--- config.mk ---
export PLATFORM = sky130hd
export DESIGN_NAME = mole_controller_flat
export DESIGN_NICKNAME = d
export VERILOG_FILES = /design/src/rtl/game_pkg.sv /design/src/rtl/mole_controller_if.sv /design/src/rtl/lfsr8.sv /design/src/rtl/mole_controller.sv /design/src/flat_wrapper.sv
export SDC_FILE = /design/constraint.sdc
export NUM_CORES = 1
export LEC_CHECK = 0
export CAP_MARGIN = 20
export CORE_UTILIZATION = 50
export CTS_BUF_LIST = sky130_fd_sc_hd__clkbuf_8
export DETAILED_ROUTE_END_ITERATION = 10
export PLACE_DENSITY_LB_ADDON = 0.2
export RECOVER_POWER = 50
export SYNTH_ARGS = -nofsm -noshare
export SYNTH_HDL_FRONTEND = slang
export SYNTH_SLANG_ARGS = --single-unit
--- constraint.sdc ---
create_clock -name clk -period 9.3 [get_ports clk]
set_clock_uncertainty 0.05 [all_clocks]
set_input_delay 1.395 -clock clk [delete_from_list [all_inputs] [get_ports clk]]
set_output_delay 1.395 -clock clk [all_outputs]
set_load 0.05 [all_outputs]
--- src/rtl/game_pkg.sv ---
// Shared types and constants for the whack-a-mole game logic.
package game_pkg;

  typedef enum logic [2:0] {
    IDLE,
    SPAWN,
    ACTIVE,
    COOLDOWN,
    GAME_OVER
  } state_e;

  // Fibonacci taps 8,6,5,4 expressed as a mask over bits [7:0]
  localparam logic [7:0] LFSR_TAPS    = 8'hB8;
  localparam int         CNT_W        = 8;
  localparam int         SPEEDUP_HITS = 5;

  // Counter increment that sticks at all-ones instead of wrapping
  function automatic logic [CNT_W-1:0] sat_inc(input logic [CNT_W-1:0] v);
    return (v == '1) ? v : v + CNT_W'(1);
  endfunction

endpackage

--- src/rtl/mole_controller_if.sv ---
// Game-side bus: divider level and player inputs in, display/LED data out.
interface mole_controller_if #(
  parameter int NUM_HOLES = 9
);
  import game_pkg::*;

  logic                 slow_clk;
  logic                 start;
  logic [NUM_HOLES-1:0] btn;
  logic [NUM_HOLES-1:0] mole;
  logic [CNT_W-1:0]     score;
  logic [CNT_W-1:0]     misses;
  logic [CNT_W-1:0]     time_left;
  logic                 game_over;

  modport master (
    output slow_clk, start, btn,
    input  mole, score, misses, time_left, game_over
  );

  modport slave (
    input  slow_clk, start, btn,
    output mole, score, misses, time_left, game_over
  );

endinterface

--- src/rtl/lfsr8.sv ---
// 8-bit Fibonacci LFSR used as the hole-selection random source.
module lfsr8
  import game_pkg::*;
#(
  parameter logic [7:0] SEED = 8'hA5
) (
  input  logic       clk,
  input  logic       reset,
  input  logic       en_i,
  output logic [7:0] state_o
);

  logic [7:0] lfsr_q, lfsr_d;

  // Shift left, feedback is the parity of the tapped bits
  always_comb begin
    lfsr_d = lfsr_q;
    if (en_i) lfsr_d = {lfsr_q[6:0], ^(lfsr_q & LFSR_TAPS)};
  end

  // State register, seeded on reset
  always_ff @(posedge clk) begin
    if (!reset) lfsr_q <= SEED;
    else        lfsr_q <= lfsr_d;
  end

  assign state_o = lfsr_q;

endmodule

--- src/rtl/mole_controller.sv ---
// Whack-a-mole game FSM: tick extraction from the divider level, mole
// spawning at LFSR-chosen holes, hit/miss scoring and the game countdown.
// Optional HIT_SPEEDUP_EN: mole lifetime shrinks by one tick after every
// fifth hit (floor of one tick), restored on start.
module mole_controller
  import game_pkg::*;
#(
  parameter int         NUM_HOLES  = 9,
  parameter int         MOLE_TICKS = 3,
  parameter int         GAME_TICKS = 80,
  parameter logic [7:0] LFSR_SEED  = 8'hA5
) (
  input  logic              clk,
  input  logic              reset,
  mole_controller_if.slave  bus
);

  localparam int         IDX_W = $clog2(NUM_HOLES);
  localparam logic [3:0] MT    = 4'(MOLE_TICKS);

  state_e               state_q, state_d;
  logic                 slow_q;
  logic                 tick;
  logic                 in_play;
  logic [7:0]           lfsr;
  logic [7:0]           raw_idx;
  logic [IDX_W-1:0]     idx;
  logic [IDX_W-1:0]     prev_idx_q, prev_idx_d;
  logic [3:0]           mole_cnt_q, mole_cnt_d;
  logic [NUM_HOLES-1:0] mole_q, mole_d;
  logic [CNT_W-1:0]     score_q, score_d;
  logic [CNT_W-1:0]     misses_q, misses_d;
  logic [CNT_W-1:0]     time_q, time_d;
  logic [3:0]           reload;
`ifdef HIT_SPEEDUP_EN
  logic [3:0]           reload_q, reload_d;
  assign reload = reload_q;
`else
  assign reload = MT;
`endif

  lfsr8 #(.SEED(LFSR_SEED)) u_lfsr (
    .clk     (clk),
    .reset   (reset),
    .en_i    (1'b1),
    .state_o (lfsr)
  );

  // Either edge of the divider level is one game tick
  assign tick    = bus.slow_clk ^ slow_q;
  assign in_play = (state_q == SPAWN) || (state_q == ACTIVE) || (state_q == COOLDOWN);

  // Hole pick; never repeat the previous hole back-to-back
  always_comb begin
    raw_idx = lfsr % 8'(NUM_HOLES);
    idx     = IDX_W'((raw_idx == 8'(prev_idx_q)) ? ((raw_idx + 8'd1) % 8'(NUM_HOLES))
                                                  : raw_idx);
  end

  // Next-state and datapath updates; game end overrides the phase decision
  always_comb begin
    state_d    = state_q;
    mole_d     = mole_q;
    prev_idx_d = prev_idx_q;
    mole_cnt_d = mole_cnt_q;
    score_d    = score_q;
    misses_d   = misses_q;
    time_d     = time_q;
`ifdef HIT_SPEEDUP_EN
    reload_d   = reload_q;
`endif
    unique case (state_q)
      IDLE, GAME_OVER: begin
        mole_d = '0;
        if (bus.start) begin
          score_d  = '0;
          misses_d = '0;
          time_d   = CNT_W'(GAME_TICKS);
          state_d  = SPAWN;
`ifdef HIT_SPEEDUP_EN
          reload_d = MT;
`endif
        end
      end
      SPAWN: begin
        mole_d      = '0;
        mole_d[idx] = 1'b1;
        prev_idx_d  = idx;
        mole_cnt_d  = reload;
        state_d     = ACTIVE;
      end
      ACTIVE: begin
        if ((bus.btn & mole_q) != '0) begin
          score_d = sat_inc(score_q);
          mole_d  = '0;
          state_d = COOLDOWN;
`ifdef HIT_SPEEDUP_EN
          if ((score_d % CNT_W'(SPEEDUP_HITS)) == '0 && reload_q > 4'd1)
            reload_d = reload_q - 4'd1;
`endif
        end else if (bus.btn != '0) begin
          misses_d = sat_inc(misses_q);
        end else if (tick) begin
          mole_cnt_d = mole_cnt_q - 4'd1;
          if (mole_cnt_q == 4'd1) begin
            misses_d = sat_inc(misses_q);
            mole_d   = '0;
            state_d  = COOLDOWN;
          end
        end
      end
      COOLDOWN: begin
        mole_d = '0;
        if (tick) state_d = SPAWN;
      end
      default: state_d = IDLE;
    endcase

    if (in_play && tick) begin
      time_d = time_q - CNT_W'(1);
      if (time_q == CNT_W'(1)) begin
        state_d = GAME_OVER;
        mole_d  = '0;
      end
    end
  end

  // State and datapath registers
  always_ff @(posedge clk) begin
    if (!reset) begin
      state_q    <= IDLE;
      slow_q     <= 1'b0;
      prev_idx_q <= '0;
      mole_cnt_q <= '0;
      mole_q     <= '0;
      score_q    <= '0;
      misses_q   <= '0;
      time_q     <= '0;
`ifdef HIT_SPEEDUP_EN
      reload_q   <= MT;
`endif
    end else begin
      state_q    <= state_d;
      slow_q     <= bus.slow_clk;
      prev_idx_q <= prev_idx_d;
      mole_cnt_q <= mole_cnt_d;
      mole_q     <= mole_d;
      score_q    <= score_d;
      misses_q   <= misses_d;
      time_q     <= time_d;
`ifdef HIT_SPEEDUP_EN
      reload_q   <= reload_d;
`endif
    end
  end

  assign bus.mole      = mole_q;
  assign bus.score     = score_q;
  assign bus.misses    = misses_q;
  assign bus.time_left = time_q;
  assign bus.game_over = (state_q == GAME_OVER);

endmodule

--- src/flat_wrapper.sv ---
// flat-port wrapper written by rule: the top's interface ports become plain ports
module mole_controller_flat import game_pkg::*;
#(
  parameter int         NUM_HOLES  = 9,
  parameter int         MOLE_TICKS = 3,
  parameter int         GAME_TICKS = 80,
  parameter logic [7:0] LFSR_SEED  = 8'hA5
)
  (clk, reset, bus_slow_clk, bus_start, bus_btn, bus_mole, bus_score, bus_misses, bus_time_left, bus_game_over);
  mole_controller_if #(.NUM_HOLES(NUM_HOLES)) bus_i ();
  input  logic clk;
  input  logic reset;
  input wire logic [$bits(bus_i.slow_clk)-1:0] bus_slow_clk;
  input wire logic [$bits(bus_i.start)-1:0] bus_start;
  input wire logic [$bits(bus_i.btn)-1:0] bus_btn;
  output wire logic [$bits(bus_i.mole)-1:0] bus_mole;
  output wire logic [$bits(bus_i.score)-1:0] bus_score;
  output wire logic [$bits(bus_i.misses)-1:0] bus_misses;
  output wire logic [$bits(bus_i.time_left)-1:0] bus_time_left;
  output wire logic [$bits(bus_i.game_over)-1:0] bus_game_over;
  assign bus_i.slow_clk = bus_slow_clk;
  assign bus_i.start = bus_start;
  assign bus_i.btn = bus_btn;
  assign bus_mole = bus_i.mole;
  assign bus_score = bus_i.score;
  assign bus_misses = bus_i.misses;
  assign bus_time_left = bus_i.time_left;
  assign bus_game_over = bus_i.game_over;
  mole_controller #(.NUM_HOLES(NUM_HOLES), .MOLE_TICKS(MOLE_TICKS), .GAME_TICKS(GAME_TICKS), .LFSR_SEED(LFSR_SEED)) u_core (.clk(clk), .reset(reset), .bus(bus_i));
endmodule
---- Word level (Yosys, flattened, before mapping) ----
Index checks and enable logic that the tools add are counted.
word-level totals
  register bits after elaboration ......... 53
  bits of input ports ..................... 13
  output and inout port bits .............. 34
  word-level logic and storage cells ...... 91
cells by class
  add/subtract/negate cells ............... 5
  div/mod/pow operators ................... 2
  $lt $le $gt $ge ......................... 2
  equality and inequality tests ........... 17
  multiplexer cells ....................... 36
  bitwise logic cells ..................... 2
  reductions and logical operators ........ 18
operator list
  kind                   number
  $mux W8                11
  $mux W9                6
  $pmux W8 S2            2
  $pmux W9 S3            1
  $add A8 B1 Y8 const B  3
  $mux W3                8
  $reduce_bool A9 Y1     2
  $eq A8 B8 Y1 const B   2
  $mod A8 B4 Y8 const B  2
  $mux W4                4
  $pmux W3 S4            1
  $ne A2 B2 Y1 const B   5
  $and A9 B9 Y9          1
  $eq A8 B1 Y1 const B   1
  $eq A8 B4 Y1           1
  $pmux W4 S2            1
  $reduce_and A4 Y1      2
  $reduce_bool A2 Y1     4
  $reduce_xor A8 Y1      1
  $sub A8 B1 Y8 const B  1
  $eq A3 B2 Y1 const B   2
  $lt A4 B5 Y1 const B   1
  $reduce_and A5 Y1      1
  $demux W1 S4           1
  16 further kinds       18

---- Logic depth before layout (Yosys ltp) ----
  depth after elaboration ................. 11
  gate-level depth with buffers ........... 38

---- Cells and area by module ----
Synthesis repeated with hierarchy kept, for this count alone.
second synthesis, totals
  cells, all modules ...................... 618
  area, all modules ....................... 4879.7 um^2
by module, submodules not included
  module           instances  cells each  area each (um^2)  sequential area each (um^2)
  mole_controller  1          590         4565.6            900.9
  lfsr8            1          28          314.1             160.2

---- Least setup slack after synthesis ----
No wires, ideal clock.
  path kind ............................... reg-to-reg
  start ................................... register u_core.u_lfsr.lfsr_q[5] (netlist: u_core.u_lfsr.state_o[5])
  end ..................................... register u_core.mole_q[0] (netlist: u_core.bus.mole[0])
  library setup time ...................... 0.087 ns
  arrival ................................. 7.530 ns
  data required time ...................... 9.163 ns
  slack ................................... 1.633 ns
  cell stages (with the launch flop) ...... 36
  path buffers ............................ 2
  period minus slack after synthesis ...... 7.667 ns
  path through ............................ dfxtp_1 inv_1 ha_1 buf_2 nor4_1 a211o_1 o21ai_0 nand2_1 ha_1 nor3_1 a21bo_1 a21o_1 xnor2_1 ha_1 inv_1 a2111oi_4 o211ai_2 buf_4 a31oi_1 nor3_1 a21o_1 a222oi_1 a211oi_2 nor2_1 ha_1 a21oi_1 o211ai_1 nor2_1 o21ai_1 xnor2_1 ha_1 nor2b_1 a31oi_1 mux2_2 a211o_1 o31ai_1
on the way
  word-level cells in the longest chain between the ends .. 11
  elaborated cells between the ends (all ways) .. 13
  classes of those cells .................. add/sub (1); div (2); order compare (2); eq/ne (1); mux (6); reduce/logical (1)
ends and longest elaborated chain
  item                                                                       RTL line                text
  start, declared                                                            lfsr8.sv:13             logic [7:0] lfsr_q, lfsr_d;
  start signal, assigned                                                     lfsr8.sv:24             else lfsr_q <= lfsr_d;
  $mod A8 B4 Y8 (*)                                                          mole_controller.sv:55   raw_idx = lfsr % 8'(NUM_HOLES);
  $add A8 B1 Y8                                                              mole_controller.sv:56   idx = IDX_W'((raw_idx == 8'(prev_idx_q)) ? ((raw_idx + 8'd1) % 8'(NUM_HOLES))
  $mod A8 B4 Y8                                                              mole_controller.sv:56
  $mux W4 (*)                                                                mole_controller.sv:56
  $lt A4 B5 Y1 (implied by the code) / $ge A4 B1 Y1 (equally long branches)  mole_controller.sv:87   mole_d[idx] = 1'b1;
  $logic_and A1 B1 Y1 (implied by the code)                                  mole_controller.sv:87
  $mux W1 (implied by the code)                                              mole_controller.sv:87
  $demux W1 S4 (*)                                                           -
  $pmux W9 S3 (*)                                                            mole_controller.sv:72   unique case (state_q)
  $mux W9                                                                    mole_controller.sv:121  if (time_q == CNT_W'(1)) begin
  $mux W9 (*)                                                                mole_controller.sv:119  if (in_play && tick) begin
  end signal, assigned                                                       mole_controller.sv:147  mole_q <= mole_d;
  end, declared                                                              mole_controller.sv:30   logic [NUM_HOLES-1:0] mole_q, mole_d;
Every way passes the cells marked *; elsewhere a longest branch is shown, timed or not.
A chain may end at the register's enable or synchronous reset.

---- Worst setup path after layout ----
  start ................................... register u_core.u_lfsr.lfsr_q[4] (netlist: u_core.u_lfsr.state_o[4])
  end ..................................... register u_core.mole_q[2] (netlist: u_core.bus.mole[2])
The elaborated chain is that of the path after synthesis.

==> results.toml <==
[routing]
via_per_inst = 6.13
drc = 0
firstDrtPassIters = 5
routed-via-count = 4527
antenna_left = 0
drt_iter0_drc = 201
drt_wl_total_mm = 10.9
wire_per_inst_um = 14.8

[power]
p_per_area_nw_per_um2 = 306
ir_drop_mv = 0.235
finalPower_mw = 1.60
power_leakage_nw = 2.02

[grt]
grt_pass1_vias = 4304
track_usage = 0.231
grt_max_degree = 23
grt_overflow = 0
grt_pass1_wl_mm = 18.9
antenna_found_initial = 0

[sta]
setup-violations-final = 0
relSlewSlack = 0.475
period_needed_ns = 8.58
tightest_slew_ns = 0.786
rsz0062_at_grt = "no"
fmax_mhz = 117
hold_violations = 0
finalMaxSlewViolations = 0
setup_tns_ns = 0
period_share = 0.923

[floorplanning]
rows = 34
coreArea_um2 = 8810
initial_core_util = 0.520
die_y_um = 97.7
pin_count = 47
die_w_um = 97.7
dieArea_um2 = 9540

[cts]
cts_tree = "built"
path_clk_slew_ns = 0.10
cts_max_level = 2
clockBufferDepth = 2
postCtsHoldBufs = 0
numCtsBuffers = 5
clk_latency_ns = 0.30
numClockSinks = 53
ctsRootBufferMaster = "clkbuf_8"

[critical_path]
crit_path_start_kind = "flip-flop"
crit_arrival_ns = 8.78
crit_type = "flip-flop to flip-flop"
cp-startpoint = "u_core.u_lfsr.state_o[4]"
rr_worst_depth = 33
cpMaxStageDelayCell = "a32oi_4"
cp_data_required_time_ns = 9.50
cp_max_fo = 19
cpPeakStageDelay_ns = 0.50
r2r_end = "u_core.bus.mole[2]"
r2r_setup_slack_ns = 0.72
r2r_start = "u_core.u_lfsr.state_o[4]"
crit_top_cell = "ha_1"
endpoint_kind = "flip-flop"
crit_path_end = "u_core.bus.mole[2]"

[run_status]
status = "finished, final reports clean"

[synthesis]
syn_area_per_cell_um2 = 7.71
synth_edf_count = 0
syn_area_um2 = 4580
yosys_register_bits = 53
synth_top_area_frac = 0.232
synth.net_count = 623
synth.largest_area_cell = "dfxtp_1"
ys_warn_count = 0
synthTopCellsByCount = "66 x nand2_1, 63 x nor2_1, 53 x dfxtp_1, 33 x a21oi_1"
synth_cells = 594
synth_flop_cell = "dfxtp_1"
seq_area_frac_synth = 0.232
synth_area_leaders = "dfxtp_1 23%, nand2_1 5.4%, nor2_1 5.2%, ha_1 4.4%, a21oi_1 3.6%"
async_reset_ff_frac = 0
synth_most_common_cell = "nand2_1"
yosysUniqueCellTypes = 91

[cells_and_area]
area_growth_pct = 14.5
drive_above_1_share = 0.106
nets = 659
diodes = 0

[flow_run]
cap_violations = 0

[place]
routabilityCongestion = 0.862
hpwl_mm = 8.38
port_buffers = 46

[min_path]
min_path_type = "flip-flop to flip-flop"
registers in the layout (all words and copies together) (netlist names):
signal	count
u_core.bus.score	8
u_core.slow_q	1
u_core.prev_idx_q	4
u_core.bus.mole	9
u_core.mole_cnt_q	4
u_core.u_lfsr.state_o	8
u_core.bus.misses	8
u_core.state_q	3
u_core.bus.time_left	8
power by group:
group	internal (mW)	switching, mW
combinational	0.458	0.718
sequential	0.244	0.0203
clock	0.0821	0.0791
layout make-up:
class,instances,area (um^2)
repair buffers,53,513
inverters,25,93.8
flip-flops and latches,53,1060
multi-input cells,492,3320
clock buffers,5,68.8
well taps,108,135
fillers,826,3560
clock inverters,3,48.8
critical path, delay by kind of cell, from the launching register on:
kind,cells,cell delay [ns]
AOI/OAI and AO/OA,17,4.27
xor gates and xnor gates,2,0.49
adders and majority gates,5,1.41
buffers and inverters,1,0.12
DFF,1,0.49
muxes,1,0.29
and+or+nand+nor,7,1.40
worst min-delay path by stage:
stage,slack [ns],depth (start not counted),to,start
floorplan,0.40,2,u_core.prev_idx_q[3],u_core.prev_idx_q[3]
global placement,0.41,2,u_core.prev_idx_q[3],u_core.prev_idx_q[3]
detailed placement,0.42,2,u_core.bus.mole[6],u_core.bus.mole[6]
CTS,0.43,2,u_core.bus.mole[6],u_core.bus.mole[6]
global route,0.45,2,u_core.bus.mole[6],u_core.bus.mole[6]
finish,0.44,2,u_core.bus.mole[2],u_core.bus.mole[2]
layer usage:
metal,wire length (um),vias to the layer above,track usage,part of all wire
met2,5300,127,0.412,0.49
li1,-,2266,-,-
met4,111,0,0.0420,0.010
met5,0,-,0,0
met3,474,11,0.0245,0.043
met1,5040,2123,0.301,0.46
what timing repair did:
item                       4_1_cts  5_1_grt
setup endpoints to repair        0       13
gates resized for setup          0        7
buffers inserted                 0        0
layout by cell type (no fill, tap or decap), types with 4 or more instances in the layout:
cell,n
o22ai_1,5
nor4_1,11
nand2b_1,10
a211o_1,6
clkbuf_8,5
mux2_2,10
nand2_1,66
and3_1,6
mux2i_1,7
xnor2_1,14
a21o_1,7
nand3_1,24
a211oi_1,5
nor3b_1,5
clkdlybuf4s50_1,15
nand4_1,9
a21oi_1,33
nor3_1,11
o21ai_1,7
o211ai_1,10
a211oi_2,5
o21a_1,6
inv_1,24
dfxtp_1,51
ha_1,15
o21ai_0,20
xor2_1,14
nor2_1,62
a31oi_1,8
dlygate4sd3_1,31
or3_1,9
or2_2,4
and2_1,10
a22oi_1,4
buf_4,7
o31ai_1,8
metrics by stage:
step                      setup WS [ns]  instances  utilization  instance area (um^2)  hold WS, ns
after floorplan                    1.63        594            -                  4580        0.399
after global placement            0.685        731        0.579                  5100        0.411
after detailed placement          0.251        731        0.579                  5100        0.416
after CTS                         0.210        739        0.592                  5220        0.431
after global routing             0.0817        739        0.595                  5240        0.446
final                             0.718        739        0.595                  5240        0.439
logic make-up (layout without fill, tap and decap cells):
group | Yosys count | count (layout) | share of synthesized area
AO/OA/AOI/OAI | 164 | 164 | 0.269
buffers and inverters | 49 | 86 | 0.0481
adder cells (fa/ha/maj) | 17 | 17 | 0.0459
XOR/XNOR | 30 | 30 | 0.0590
AND/OR/NAND/NOR | 262 | 262 | 0.298
flip-flops | 53 | 53 | 0.232
multiplexers | 19 | 19 | 0.0478
Power figures use the tool's default switching activity.
